### config.mk
export PLATFORM = sky130hd
export DESIGN_NAME = fetch_stage
export DESIGN_NICKNAME = d
export VERILOG_FILES = /design/src/rtl/mips_pkg.sv /design/src/rtl/fetch_skid_buf.sv /design/src/rtl/fetch_stage.sv
export SDC_FILE = /design/constraint.sdc
export NUM_CORES = 1
export LEC_CHECK = 0
export ABC_AREA = 1
export BUFFER_PORTS_ARGS = -buffer_cell sky130_fd_sc_hd__buf_2
export CAP_MARGIN = 0
export CORE_UTILIZATION = 55
export DETAILED_ROUTE_END_ITERATION = 16
export GPL_TIMING_DRIVEN = 1
export PLACE_DENSITY_LB_ADDON = 0.08
export SETUP_SLACK_MARGIN = 0.2
export SKIP_LAST_GASP = 1
export SLEW_MARGIN = 20
export SYNTH_ARGS = -nofsm -noshare
export SYNTH_HDL_FRONTEND = slang
export SYNTH_HIERARCHICAL = 1
export SYNTH_SLANG_ARGS = --single-unit
### constraint.sdc
create_clock -name clk -period 3.48 [get_ports clk]
set_input_delay 0.174 -clock clk [delete_from_list [all_inputs] [get_ports clk]]
set_output_delay 0.174 -clock clk [all_outputs]
set_load 0.01 [all_outputs]
### src/rtl/mips_pkg.sv
// mips_pkg: definitions shared between the fetch stage and the main control decoder.
//   fetch_state_e  fetch FSM states (request, wait for data, hold skid word)
//   NOP_INSTR      instruction word placed in IF/ID for bubbles/flushes
//   OP_*           6-bit primary opcodes decoded from if_id_instr[31:26]
package mips_pkg;

  typedef enum logic [1:0] {
    S_REQ  = 2'd0,
    S_WAIT = 2'd1,
    S_HOLD = 2'd2
  } fetch_state_e;

  typedef logic [5:0] opcode_t;

  localparam logic [31:0] NOP_INSTR = 32'h0000_0000;

  localparam opcode_t OP_LW   = 6'b000011;
  localparam opcode_t OP_SW   = 6'b001011;
  localparam opcode_t OP_BEQ  = 6'b110100;
  localparam opcode_t OP_BNE  = 6'b110101;
  localparam opcode_t OP_JUMP = 6'b010010;

endpackage

### src/rtl/fetch_skid_buf.sv
// fetch_skid_buf: one-entry {instr, pc4} holding buffer used when a fetched word
// returns while the IF/ID register is stalled.
//   clk, rst         clock, synchronous active-high reset
//   load             capture instr_in/pc4_in, mark full
//   drain            mark empty (contents moved to IF/ID)
//   clear            discard contents (redirect); wins over load/drain
//   instr_in, pc4_in word and PC+4 to capture
//   valid            buffer holds a word
//   instr, pc4       buffered word and its PC+4
module fetch_skid_buf #(
  parameter int unsigned AW = 32
) (
  input  logic          clk,
  input  logic          rst,
  input  logic          load,
  input  logic          drain,
  input  logic          clear,
  input  logic [31:0]   instr_in,
  input  logic [AW-1:0] pc4_in,
  output logic          valid,
  output logic [31:0]   instr,
  output logic [AW-1:0] pc4
);

  logic          valid_q, valid_d;
  logic [31:0]   instr_q, instr_d;
  logic [AW-1:0] pc4_q,   pc4_d;

  always_comb begin
    valid_d = valid_q;
    instr_d = instr_q;
    pc4_d   = pc4_q;
    if (clear) begin
      valid_d = 1'b0;
    end else if (load) begin
      valid_d = 1'b1;
      instr_d = instr_in;
      pc4_d   = pc4_in;
    end else if (drain) begin
      valid_d = 1'b0;
    end
  end

  always_ff @(posedge clk) begin
    if (rst) begin
      valid_q <= 1'b0;
      instr_q <= '0;
      pc4_q   <= '0;
    end else begin
      valid_q <= valid_d;
      instr_q <= instr_d;
      pc4_q   <= pc4_d;
    end
  end

  assign valid = valid_q;
  assign instr = instr_q;
  assign pc4   = pc4_q;

endmodule

### src/rtl/fetch_stage.sv
// fetch_stage: instruction-fetch stage. Owns the PC, issues single outstanding
// requests to instruction memory (req/gnt/rvalid), and fills the IF/ID register.
//   clk, rst                    clock, synchronous active-high reset
//   stall                       IF/ID must hold this cycle
//   branch_taken/branch_target  taken branch redirect (wins over jump)
//   jump/jump_target            jump redirect
//   imem_req/imem_addr          fetch request and word-aligned address
//   imem_gnt                    request accepted (with imem_req)
//   imem_rvalid/imem_rdata      returned instruction word
//   pc                          current fetch PC
//   if_id_valid/instr/pc4       IF/ID pipeline register
module fetch_stage #(
  parameter int unsigned    AW        = 32,
  parameter logic [AW-1:0]  RESET_PC  = '0,
  parameter logic [31:0]    NOP_INSTR = mips_pkg::NOP_INSTR
) (
  input  logic          clk,
  input  logic          rst,
  input  logic          stall,
  input  logic          branch_taken,
  input  logic [AW-1:0] branch_target,
  input  logic          jump,
  input  logic [AW-1:0] jump_target,
  output logic          imem_req,
  output logic [AW-1:0] imem_addr,
  input  logic          imem_gnt,
  input  logic          imem_rvalid,
  input  logic [31:0]   imem_rdata,
  output logic [AW-1:0] pc,
  output logic          if_id_valid,
  output logic [31:0]   if_id_instr,
  output logic [AW-1:0] if_id_pc4
);

  import mips_pkg::*;

  fetch_state_e  state_q, state_d;
  logic [AW-1:0] pc_q, pc_d;
  logic          drop_q, drop_d;
  logic          req_q, req_d;
  logic          ifv_q, ifv_d;
  logic [31:0]   ifi_q, ifi_d;
  logic [AW-1:0] ifp_q, ifp_d;

  logic          redirect;
  logic [AW-1:0] redirect_target;
  logic [AW-1:0] pc_plus4;
  logic          handshake;

  logic          skid_load, skid_drain, skid_clear;
  logic          skid_valid;
  logic [31:0]   skid_instr;
  logic [AW-1:0] skid_pc4;

  assign redirect        = branch_taken | jump;
  assign redirect_target = branch_taken ? branch_target : jump_target;
  assign pc_plus4        = pc_q + AW'(4);
  // req_q is only ever set while in S_REQ
  assign handshake       = req_q & imem_gnt;

  fetch_skid_buf #(.AW(AW)) u_skid (
    .clk      (clk),
    .rst      (rst),
    .load     (skid_load),
    .drain    (skid_drain),
    .clear    (skid_clear),
    .instr_in (imem_rdata),
    .pc4_in   (pc_plus4),
    .valid    (skid_valid),
    .instr    (skid_instr),
    .pc4      (skid_pc4)
  );

  always_comb begin
    state_d    = state_q;
    pc_d       = pc_q;
    drop_d     = drop_q;
    ifv_d      = ifv_q;
    ifi_d      = ifi_q;
    ifp_d      = ifp_q;
    skid_load  = 1'b0;
    skid_drain = 1'b0;
    skid_clear = 1'b0;

    // No new word: stall holds IF/ID, otherwise a bubble with pc4 kept.
    if (!stall) begin
      ifv_d = 1'b0;
      ifi_d = NOP_INSTR;
    end

    unique case (state_q)
      S_REQ: begin
        if (handshake) state_d = S_WAIT;
      end
      S_WAIT: begin
        if (imem_rvalid) begin
          state_d = S_REQ;
          drop_d  = 1'b0;
          if (!drop_q && !redirect) begin
            pc_d = pc_plus4;
            if (stall) begin
              skid_load = 1'b1;
              state_d   = S_HOLD;
            end else begin
              ifv_d = 1'b1;
              ifi_d = imem_rdata;
              ifp_d = pc_plus4;
            end
          end
        end
      end
      S_HOLD: begin
        if (!stall && skid_valid) begin
          ifv_d      = 1'b1;
          ifi_d      = skid_instr;
          ifp_d      = skid_pc4;
          skid_drain = 1'b1;
          state_d    = S_REQ;
        end
      end
      default: state_d = S_REQ;
    endcase

    // Redirect is applied last so it overrides stall and any load above.
    if (redirect) begin
      pc_d       = redirect_target;
      ifv_d      = 1'b0;
      ifi_d      = NOP_INSTR;
      ifp_d      = ifp_q;
      skid_clear = 1'b1;
      case (state_q)
        S_REQ:   drop_d = handshake;
        S_WAIT:  if (!imem_rvalid) drop_d = 1'b1;
        S_HOLD:  state_d = S_REQ;
        default: state_d = S_REQ;
      endcase
    end

    req_d = (state_d == S_REQ);
  end

  always_ff @(posedge clk) begin
    if (rst) begin
      state_q <= S_REQ;
      pc_q    <= RESET_PC;
      drop_q  <= 1'b0;
      req_q   <= 1'b0;
      ifv_q   <= 1'b0;
      ifi_q   <= NOP_INSTR;
      ifp_q   <= '0;
    end else begin
      state_q <= state_d;
      pc_q    <= pc_d;
      drop_q  <= drop_d;
      req_q   <= req_d;
      ifv_q   <= ifv_d;
      ifi_q   <= ifi_d;
      ifp_q   <= ifp_d;
    end
  end

  assign imem_req    = req_q;
  assign imem_addr   = {pc_q[AW-1:2], 2'b00};
  assign pc          = pc_q;
  assign if_id_valid = ifv_q;
  assign if_id_instr = ifi_q;
  assign if_id_pc4   = ifp_q;

endmodule

==> impl_metrics.json <==
{
  "crit_path_start": "state_q[1]$_SDFF_PP0_",
  "top_level_ports": 233,
  "wire_length_of_the_first_global_routing_pass_um": 41770,
  "critical_path.slowest_cell": "nor2_4",
  "static-leakage-power_nw": 4.830,
  "tightest_slew_ns": 0.9429,
  "critical_path.cell_chain": "inv_1 -> ha_1 -> nand3_1 -> nor2_8 -> inv_2 -> nor2_4 -> inv_2 -> nor2_4 -> buf_12 -> nor2_1 -> nor2_1",
  "ant_nets": 0,
  "chipHeight_um": 128.4,
  "hold_path_startpoint": "jump_target[4]",
  "synth_top_cell_by_area": "dfxtp_1",
  "timing.reg2reg.worst_path_depth": 11,
  "initial_utilization": 0.5698,
  "fin_tns_setup_ns": 0,
  "vias_in_the_first_global_route": 8327,
  "mostFrequentLayoutCell": "nand2_1",
  "area_growth_syn_to_layout_pct": 16.84,
  "worst_ir_drop_vdd_mv": 0.3484,
  "number_of_clock_buffers_inserted_by_tritoncts": 17,
  "slew-limit-headroom": 0.3707,
  "timing.critical_path.required_ns": 3.85,
  "skew_ns": 0.008886,
  "power_density_mw_per_mm2": 444.2,
  "post_synth.cell_area_avg_um2": 6.580,
  "maxCapViolCount": 0,
  "final_nets": 1598,
  "clock_tree_from_tritoncts": "built",
  "detail_route.first_pass.iterations": 5,
  "die-width_um": 128.4,
  "hold_class": "in -> reg",
  "worst-r2r-setup-slack_ns": 0.98,
  "final_hold_fails": 0,
  "worstReg2RegStart": "state_q[1]$_SDFF_PP0_",
  "cts-root-to-sink-buffers": 2,
  "crit-reg2reg-capture": "u_skid/pc4[25]$_SDFFE_PP0P_",
  "yosys_register_bits": 166,
  "synthesis.area_mm2": 0.008791,
  "yosys_cell_types": 36,
  "max_freq_mhz": 400.6,
  "grt_antenna_before_repair": 0,
  "slew_viol_final": 0,
  "num_rows": 45,
  "post-route-drc-count": 0,
  "clk_transition_reported_paths_ns": 0.07,
  "finalWeightedCongestion": 0.8827,
  "mostFrequentLayoutCells": "384 x nand2_1, 230 x buf_2, 189 x nor2_1",
  "path_delay_family": "simple AND/OR/NAND/NOR gates",
  "total_non_filler_cell_area_in_the_finished_layout_mm2": 0.01027,
  "finalWorstPathRequiredPeriod_ns": 2.496,
  "dp_hpwl_um": 17460,
  "dieArea_mm2": 0.01649,
  "drt-vias-per-instance": 5.278,
  "overall_global_routing_usage": 0.3205,
  "crit_path_start_kind": "register",
  "grt-ovfl-total": 0,
  "placedInstanceArea_mm2": 0.009646,
  "detailroute.via_count": 9051,
  "rsz0062_at_grt": "false",
  "worstPathMaxFanout": 47,
  "setup.worst_path.class": "reg -> reg",
  "yosysSeqAreaShare": 0.3780,
  "cp-endpoint": "u_skid/pc4[25]$_SDFFE_PP0P_",
  "cp_slowest_stage_delay_ns": 0.46,
  "cts.repair_timing.setup_buffer_count": 0,
  "fin_crit_sh": 0.7173,
  "run_status": "completed",
  "grt_max_degree": 65,
  "buffer_ports.inserted": 230,
  "dr.first_iter.drc_count": 847,
  "coreArea_mm2": 0.01543,
  "critical_path_buf_inv_count": 4,
  "drt_wl_cell_um": 15.25,
  "crit_cells": 11,
  "cts-root-buf": "clkbuf_16",
  "final.fill_count": 1482,
  "final-setup-viol-count": 0,
  "synth.top_cell.area_share": 0.3780,
  "ys_warn_count": 6,
  "worstSetupEndpointType": "register",
  "worst_ep_arrival_time_ns": 2.86,
  "cts-htree-levels": 4,
  "drive_gt1_frac": 0.2016,
  "clkLatencyLatePin_ns": 0.43,
  "synth_cells": 1336,
  "ys_top_cells_by_area": "dfxtp_1 38%, nand2_1 16%, nor2_1 8.2%",
  "drt_wl_total_um": 26150,
  "cts_num_sinks": 166
}
## cell type report
class / instances / area [µm²] / area share
Multi-Input combinational cell: 939 / 4329 / 0.4215
Clock buffer: 19 / 442.9 / 0.04312
Sequential cell: 166 / 3323 / 0.3235
Clock inverter: 13 / 170.2 / 0.01657
Timing Repair Buffer: 246 / 1286 / 0.1252
Tap cell: 211 / 264.0 / 0.02570
Antenna cell: 1 / 2.502 / 0.0002436
Inverter: 120 / 452.9 / 0.04410
## metal layers
| metal | GRT usage | wire (µm) | vias up |
|---|---|---|---|
| li1 | - | - | 4516 |
| met1 | 0.4284 | 11760 | 4131 |
| met2 | 0.5329 | 12140 | 373 |
| met3 | 0.05364 | 1861 | 31 |
| met4 | 0.09066 | 385 | 0 |
| met5 | 0 | 0 | - |
## logic make-up (layout without fill, tap and decap cells)
group / Yosys count / count (layout) / synth area share
compound gates: 231 / 231 / 0.1483
xor+xnor: 14 / 14 / 0.01566
fa+ha+maj: 5 / 5 / 0.007116
buf+inv: 232 / 398 / 0.1311
flops: 166 / 166 / 0.3780
mux: 1 / 1 / 0.001139
other cells: 1 / 3 / 0.0004266
simple gates: 686 / 686 / 0.3182
## stage by stage
step | total power, mW | std cells | hold WS [ns] | setup WS [ns] | util
floorplan | 2.424 | 1337 | 0.3483 | 1.619 | -
global placement | 2.609 | 1681 | 0.4371 | 0.9644 | 0.6252
detailed placement | 2.615 | 1681 | 0.4457 | 0.8515 | 0.6252
CTS | 4.567 | 1714 | 0.01407 | 1.026 | 0.6656
global route | 4.724 | 1714 | 0.04400 | 0.8262 | 0.6656
finish | 4.563 | 1715 | 0.02712 | 0.9838 | 0.6658
## worst min path at each step
stage,end,slack [ns],cells past startpoint
floorplan,pc[1]$_SDFFE_PP0P_,0.35,2
global placement,pc[1]$_SDFFE_PP0P_,0.44,3
detailed placement,pc[1]$_SDFFE_PP0P_,0.45,3
CTS,pc[4]$_SDFFE_PP0P_,0.01,3
global route,pc[14]$_SDFFE_PP0P_,0.04,3
finish,pc[4]$_SDFFE_PP0P_,0.03,3
## state kept, by name (all words and copies together) (netlist names), 2 cells and up
| name | count |
|---|---|
| u_skid/instr | 32 |
| if_id_pc4 | 32 |
| pc | 32 |
| if_id_instr | 32 |
| u_skid/pc4 | 32 |
| state_q | 2 |
## report_power, final
| group | leakage [nW] | internal (mW) | switching (mW) | total (mW) |
|---|---|---|---|---|
| combinational | 3.19 | 0.202 | 0.363 | 0.565 |
| sequential | 1.35 | 1.95 | 0.0688 | 2.02 |
| clock | 0.296 | 1.16 | 0.818 | 1.98 |
## cells in the mapped netlist, drive strengths merged
cell	number
nand2	386
nor2	202
dfxtp	166
inv	120
a21oi	113
nand3	91
buf	77
o21ai	67
clkbuf	35
a22oi	22
a221oi	16
xnor2	8
a31oi	6
xor2	6
ha	5
and2	4
o21bai	3
nand3b	2
o211a	2
conb	1
mux2i	1
o211ai	1
o22ai	1
or2	1
## worst min-delay path, stage by stage
cell and delay [ns]:
buf_2 0.08, a22oi_1 0.05, a31oi_1 0.11
## what timing repair did
| action | 4_1_cts | 5_1_grt |
|---|---|---|
| hold buffers | 1 | 0 |
| resized for setup | 0 | 0 |
| endpoints found under the setup margin | 0 | 0 |
| hold endpoints to repair | 1 | 0 |
(Power assumes the default switching activity.)
